File: src/rtl/mem_bank_2r1w.sv
// -----------------------------------------------------------------------------
// mem_bank_2r1w
//   Flip-flop register-file bank: DEPTH words of WIDTH bits with one
//   synchronous write port and two independent registered read ports.
//   Each read port returns data exactly one cycle after its request, with a
//   one-cycle valid strobe. A read that hits the word being written in the
//   same cycle returns either the new data (BYPASS=1) or the old contents
//   (BYPASS=0). Addresses at or beyond DEPTH are out of range: writes there
//   are dropped, and reads there return zero with a valid strobe.
//
// Parameters
//   WIDTH   data word width in bits (>=1)
//   DEPTH   number of words (>=2, any value)
//   AW      address width, defaults to $clog2(DEPTH)
//   BYPASS  1 = write-first read-during-write, 0 = read-first
//
// Ports
//   clk      in   1      rising-edge clock
//   rst      in   1      synchronous active-high reset; clears array and outputs
//   we       in   1      write enable
//   waddr    in   AW     write address
//   wdata    in   WIDTH  write data
//   re0      in   1      read request, port 0
//   raddr0   in   AW     read address, port 0
//   rdata0   out  WIDTH  registered read data, port 0
//   rvalid0  out  1      read data valid, port 0
//   re1      in   1      read request, port 1
//   raddr1   in   AW     read address, port 1
//   rdata1   out  WIDTH  registered read data, port 1
//   rvalid1  out  1      read data valid, port 1
// -----------------------------------------------------------------------------
module mem_bank_2r1w #(
    parameter int WIDTH  = 20,
    parameter int DEPTH  = 64,
    parameter int AW     = $clog2(DEPTH),
    parameter int BYPASS = 1
) (
    input  logic             clk,
    input  logic             rst,
    input  logic             we,
    input  logic [AW-1:0]    waddr,
    input  logic [WIDTH-1:0] wdata,
    input  logic             re0,
    input  logic [AW-1:0]    raddr0,
    output logic [WIDTH-1:0] rdata0,
    output logic             rvalid0,
    input  logic             re1,
    input  logic [AW-1:0]    raddr1,
    output logic [WIDTH-1:0] rdata1,
    output logic             rvalid1
);

    // DEPTH held in AW+1 bits so the range check is a plain unsigned compare
    // that still works when DEPTH is an exact power of two.
    localparam logic [AW:0] DEPTH_W = (AW+1)'(DEPTH);

    logic [WIDTH-1:0] mem_q [DEPTH];

    logic [WIDTH-1:0] rdata0_q, rdata0_d;
    logic [WIDTH-1:0] rdata1_q, rdata1_d;
    logic             rvalid0_q;
    logic             rvalid1_q;
    logic             wr_ok;

    function automatic logic in_range(input logic [AW-1:0] a);
        return ({1'b0, a} < DEPTH_W);
    endfunction

    // Word returned to a read port for address a this cycle. Out-of-range
    // reads yield zero. The bypass compare only matters once a is known to be
    // in range, so a dropped (out-of-range) write can never be forwarded.
    function automatic logic [WIDTH-1:0] read_word(input logic [AW-1:0] a);
        logic [WIDTH-1:0] w;
        w = '0;
        if (in_range(a)) begin
            if ((BYPASS != 0) && we && (waddr == a)) begin
                w = wdata;
            end else begin
                w = mem_q[a];
            end
        end
        return w;
    endfunction

    assign wr_ok = we && in_range(waddr);

    // Storage array
    always_ff @(posedge clk) begin
        if (rst) begin
            for (int i = 0; i < DEPTH; i++) begin
                mem_q[i] <= '0;
            end
        end else if (wr_ok) begin
            mem_q[waddr] <= wdata;
        end
    end

    // Read ports: idle ports hold their last data so the bus does not toggle.
    always_comb begin
        rdata0_d = rdata0_q;
        rdata1_d = rdata1_q;
        if (re0) begin
            rdata0_d = read_word(raddr0);
        end
        if (re1) begin
            rdata1_d = read_word(raddr1);
        end
    end

    always_ff @(posedge clk) begin
        if (rst) begin
            rdata0_q  <= '0;
            rdata1_q  <= '0;
            rvalid0_q <= 1'b0;
            rvalid1_q <= 1'b0;
        end else begin
            rdata0_q  <= rdata0_d;
            rdata1_q  <= rdata1_d;
            rvalid0_q <= re0;
            rvalid1_q <= re1;
        end
    end

    assign rdata0  = rdata0_q;
    assign rvalid0 = rvalid0_q;
    assign rdata1  = rdata1_q;
    assign rvalid1 = rvalid1_q;

endmodule

File: config.mk
export PLATFORM = sky130hd
export DESIGN_NAME = mem_bank_2r1w
export DESIGN_NICKNAME = d
export VERILOG_FILES = /design/src/rtl/mem_bank_2r1w.sv
export SDC_FILE = /design/constraint.sdc
export NUM_CORES = 2
export LEC_CHECK = 0
export CELL_PAD_IN_SITES_DETAIL_PLACEMENT = 1
export CELL_PAD_IN_SITES_GLOBAL_PLACEMENT = 2
export CORE_MARGIN = 2
export CORE_UTILIZATION = 37
export CTS_CLUSTER_SIZE = 30
export DETAILED_ROUTE_END_ITERATION = 12
export GPL_TIMING_DRIVEN = 0
export MAX_ROUTING_LAYER = met4
export PLACE_DENSITY_LB_ADDON = 0.2
export SYNTH_ARGS = -nofsm -noshare
export SYNTH_HDL_FRONTEND = slang
export SYNTH_SLANG_ARGS = --single-unit
File: constraint.sdc
create_clock -name clk -period 3.6 [get_ports clk]
set_clock_uncertainty 0.2 [all_clocks]
set_input_delay 0.72 -clock clk [delete_from_list [all_inputs] [get_ports clk]]
set_output_delay 0.72 -clock clk [all_outputs]
set_load 0.05 [all_outputs]
==> impl_metrics.env <==
export IMPL_viasPerCell=6.94
export IMPL_crit_required_ps=4090
export IMPL_outcome="finished with violations"
export IMPL_syn_nets=4963
export IMPL_clock_path_buffers=3
export IMPL_worst_slew_pin_slew_ps=1650
export IMPL_drt_total_wl_mm=359
export IMPL_rr_endpoint="rdata0[11]$_SDFFE_PP0P_"
export IMPL_setup_violations=106
export IMPL_crit_end="rdata1[0]$_SDFFE_PP0P_"
export IMPL_min_path_type="input pin to flop"
export IMPL_worstPathArrival_ps=4420
export IMPL_hpwl_mm=257
export IMPL_clock_latency_ps=840
export IMPL_critPathCaptureType="flop"
export IMPL_coreArea_um2=186000
export IMPL_worstSetupStartpointType="input pin"
export IMPL_overflow=0
export IMPL_rsz0062_at_grt="false"
export IMPL_crit_start="raddr1[3]"
export IMPL_num_vias=54734
export IMPL_areaGrowthSynthToFinish_pct=16.0
export IMPL_syn_cell_area_um2=69200
export IMPL_clk_pin_slew_ps=60
export IMPL_grt_pass1_vias=54245
export IMPL_start_util=0.373
export IMPL_antenna_found_initial=33
export IMPL_dieHeight_um=436
export IMPL_grt_first_pass_wirelength_mm=480
export IMPL_worstSetupPathType="input pin to flop"
export IMPL_cts_hold_repair_buffers=0
export IMPL_r2r_cells=5
export IMPL_ioPinCount=85
export IMPL_clockRootBuffer="clkbuf_16"
export IMPL_slew_headroom=-0.102
export IMPL_drive_gt1_frac=0.241
export IMPL_grt_usage=0.384
export IMPL_final_util=0.432
export IMPL_portBuffers=69
export IMPL_avgSynthCellArea_um2=14.1
export IMPL_max_freq_ghz=0.254
export IMPL_yosysSeqAreaShare=0.568
export IMPL_grt_max_degree=21
export IMPL_routedWlPerCell_um=45.5
export IMPL_p_per_area_nw_per_um2=493
export IMPL_worst_r2r_startpoint="mem_q[61][11]$_SDFFCE_PN0P_"
export IMPL_setup_tns_ps=-7270
export IMPL_nFillCells=18718
export IMPL_rows=158
export IMPL_die_w_um=436
export IMPL_synth_seq_cells=1322
export IMPL_finalCriticalPeriod_ps=3930
export IMPL_synthCells=4920
export IMPL_max_cap_violations=5
export IMPL_cts_tree="yes"
export IMPL_synth_edff_count=1280
export IMPL_p_leak_uw=0.0239
export IMPL_async_reset_ff_frac=0
export IMPL_yosysUniqueCellTypes=47
export IMPL_htreeDepth=4
export IMPL_drt_initial_drc_count=8504
export IMPL_cts_made_buffers=154
export IMPL_hold_viol_final=0
export IMPL_path_max_fanout=10
export IMPL_nets=5302
export IMPL_clock_sinks=1322
export IMPL_finalMaxSlewViolations=56
export IMPL_setup_ws_ps=-330
export IMPL_drc=0
export IMPL_yosys_warnings=0
export IMPL_firstDrtPassIters=6
export IMPL_ff2ff_setup_slack_ps=760
export IMPL_period_share=1.09
export IMPL_failed_checks="max-capacitance violations, max-slew violations, negative setup slack"
export IMPL_dieArea_um2=190000
export IMPL_ir_drop_mv=0.391
export IMPL_gp_congestion=1.02
export IMPL_synth_top_flop_cell="edfxtp_1"
export IMPL_ant_nets=0
==> logic make-up after synthesis <==
| kind of cell | share of synthesized area |
|---|---|
| AO/OA/AOI/OAI | 0.0674 |
| XOR/XNOR | 0.00152 |
| buffers and inverters | 0.0426 |
| flip-flops | 0.568 |
| multiplexers | 0.209 |
| AND/OR/NAND/NOR | 0.112 |
==> metrics by stage <==
step | std cells | setup WS (ps) | power [µW] | hold slack [ps] | instance area (µm²)
finish | 7883 | -330 | 39500 | 290 | 80200
floorplan | 4920 | 81.5 | 21300 | 540 | 69200
global route | 7876 | 1.51 | 40100 | 343 | 80200
detailed placement | 7509 | -2260 | 24100 | 395 | 74100
global placement | 7469 | -3310 | 23900 | 398 | 72900
CTS | 7837 | 3.80 | 39200 | 238 | 79900
==> worst min path at each step <==
stage	cells past startpoint	slack (ps)	endpoint	from
2_1_floorplan	4	540	rdata0[7]$_SDFFE_PP0P_	mem_q[7][7]$_SDFFCE_PN0P_
3_3_place_gp	3	400	rdata0[13]$_SDFFE_PP0P_	rdata0[13]$_SDFFE_PP0P_
3_5_place_dp	3	390	rdata0[13]$_SDFFE_PP0P_	rdata0[13]$_SDFFE_PP0P_
4_1_cts	4	240	rdata0[9]$_SDFFE_PP0P_	re0
5_1_grt	4	340	rdata0[9]$_SDFFE_PP0P_	re0
6_report	4	290	rdata0[9]$_SDFFE_PP0P_	re0
==> cell usage in the layout, fill, tap and decap left out, types with 25 or more instances in the layout <==
| cell type | n |
|---|---|
| a21oi_1 | 40 |
| a22oi_1 | 261 |
| a22oi_2 | 34 |
| a311o_1 | 40 |
| buf_1 | 41 |
| buf_2 | 71 |
| buf_4 | 70 |
| buf_8 | 30 |
| clkbuf_1 | 513 |
| clkbuf_16 | 160 |
| clkbuf_2 | 54 |
| clkdlybuf4s50_1 | 68 |
| clkinv_1 | 29 |
| clkinv_2 | 25 |
| dfxtp_1 | 42 |
| diode_2 | 36 |
| edfxtp_1 | 1280 |
| mux2_2 | 63 |
| mux4_2 | 599 |
| nand2_1 | 129 |
| nor2_1 | 69 |
| nor2b_1 | 53 |
| nor3_1 | 1282 |
| o21bai_2 | 29 |
| o21bai_4 | 57 |
==> Yosys cell counts, types with 2 or more instances <==
cell / n / share of area
nand3_1: 5 / 0.00036
o21bai_1: 64 / 0.0069
inv_1: 24 / 0.0013
a2111oi_0: 20 / 0.0025
a22oi_1: 295 / 0.032
o21ai_0: 11 / 0.00080
mux4_2: 599 / 0.20
o2bb2ai_1: 19 / 0.0024
clkbuf_1: 555 / 0.030
buf_2: 86 / 0.0062
dfxtp_1: 42 / 0.012
nand3b_1: 3 / 0.00033
nor2b_1: 56 / 0.0051
o21ai_1: 9 / 0.00065
a22o_1: 19 / 0.0024
nor2_1: 70 / 0.0038
xnor2_1: 12 / 0.0015
nand2b_1: 2 / 0.00018
a2111oi_2: 19 / 0.0041
o31ai_1: 19 / 0.0021
a311o_1: 40 / 0.0058
mux2_2: 63 / 0.010
or3_1: 2 / 0.00018
a211oi_1: 20 / 0.0022
a21oi_1: 40 / 0.0029
mux2i_1: 23 / 0.0033
buf_4: 13 / 0.0014
nand4_1: 2 / 0.00018
nand2_1: 129 / 0.0070
buf_6: 6 / 0.00098
o22ai_1: 24 / 0.0022
and2_1: 6 / 0.00054
nor3_1: 1282 / 0.093
buf_1: 48 / 0.0026
edfxtp_1: 1280 / 0.56
or3b_2: 2 / 0.00025
==> power breakdown <==
| part | switching [µW] | internal [µW] | total (µW) |
|---|---|---|---|
| Clock | 6800 | 8540 | 15300 |
| Sequential | 515 | 17700 | 18200 |
| Combinational | 4030 | 1970 | 6000 |
| Total | 11300 | 28200 | 39500 |
==> state kept, by name, indices dropped and copies added (netlist names) <==
name / cells
mem_q: 1280
rdata0: 20
rdata1: 20
rvalid0: 1
rvalid1: 1
==> routing by layer <==
metal	up-vias	GRT usage	wire (µm)
li1	20814	-	-
met1	29111	0.473	132000
met2	3907	0.547	157000
met3	902	0.114	41200
met4	0	0.255	28100
met5	-	-	0
==> what timing repair did <==
item / in CTS / in global routing
gates cloned: 22 / 0
resized for setup: 135 / 65
pin swaps: 50 / 9
setup endpoints to repair: 1955 / 434
buffers inserted: 43 / 11
hold endpoints to repair: 0 / 0
==> area by class of cell <==
type	instances	area [µm²]	share of cell area
plain buffers	706	3090	0.0385
diodes	36	90.1	0.00112
clock buffers	195	4160	0.0518
multi-input cells	2888	28100	0.350
repair buffers	163	1850	0.0231
flip-flops and latches	1322	39300	0.489
well taps	2480	3100	0.0387
clock inverters	69	509	0.00635
inverters	24	90.1	0.00112
==> worst max-delay path, stage by stage <==
cell and delay [ps]:
clkdlybuf4s50_1 730, buf_2 340, buf_2 380, nor2_1 340, buf_2 310, a22oi_1 500, nand2_1 310, a22oi_1 620
a21oi_1 140
Note: power is estimated with default switching activity, not from simulation.
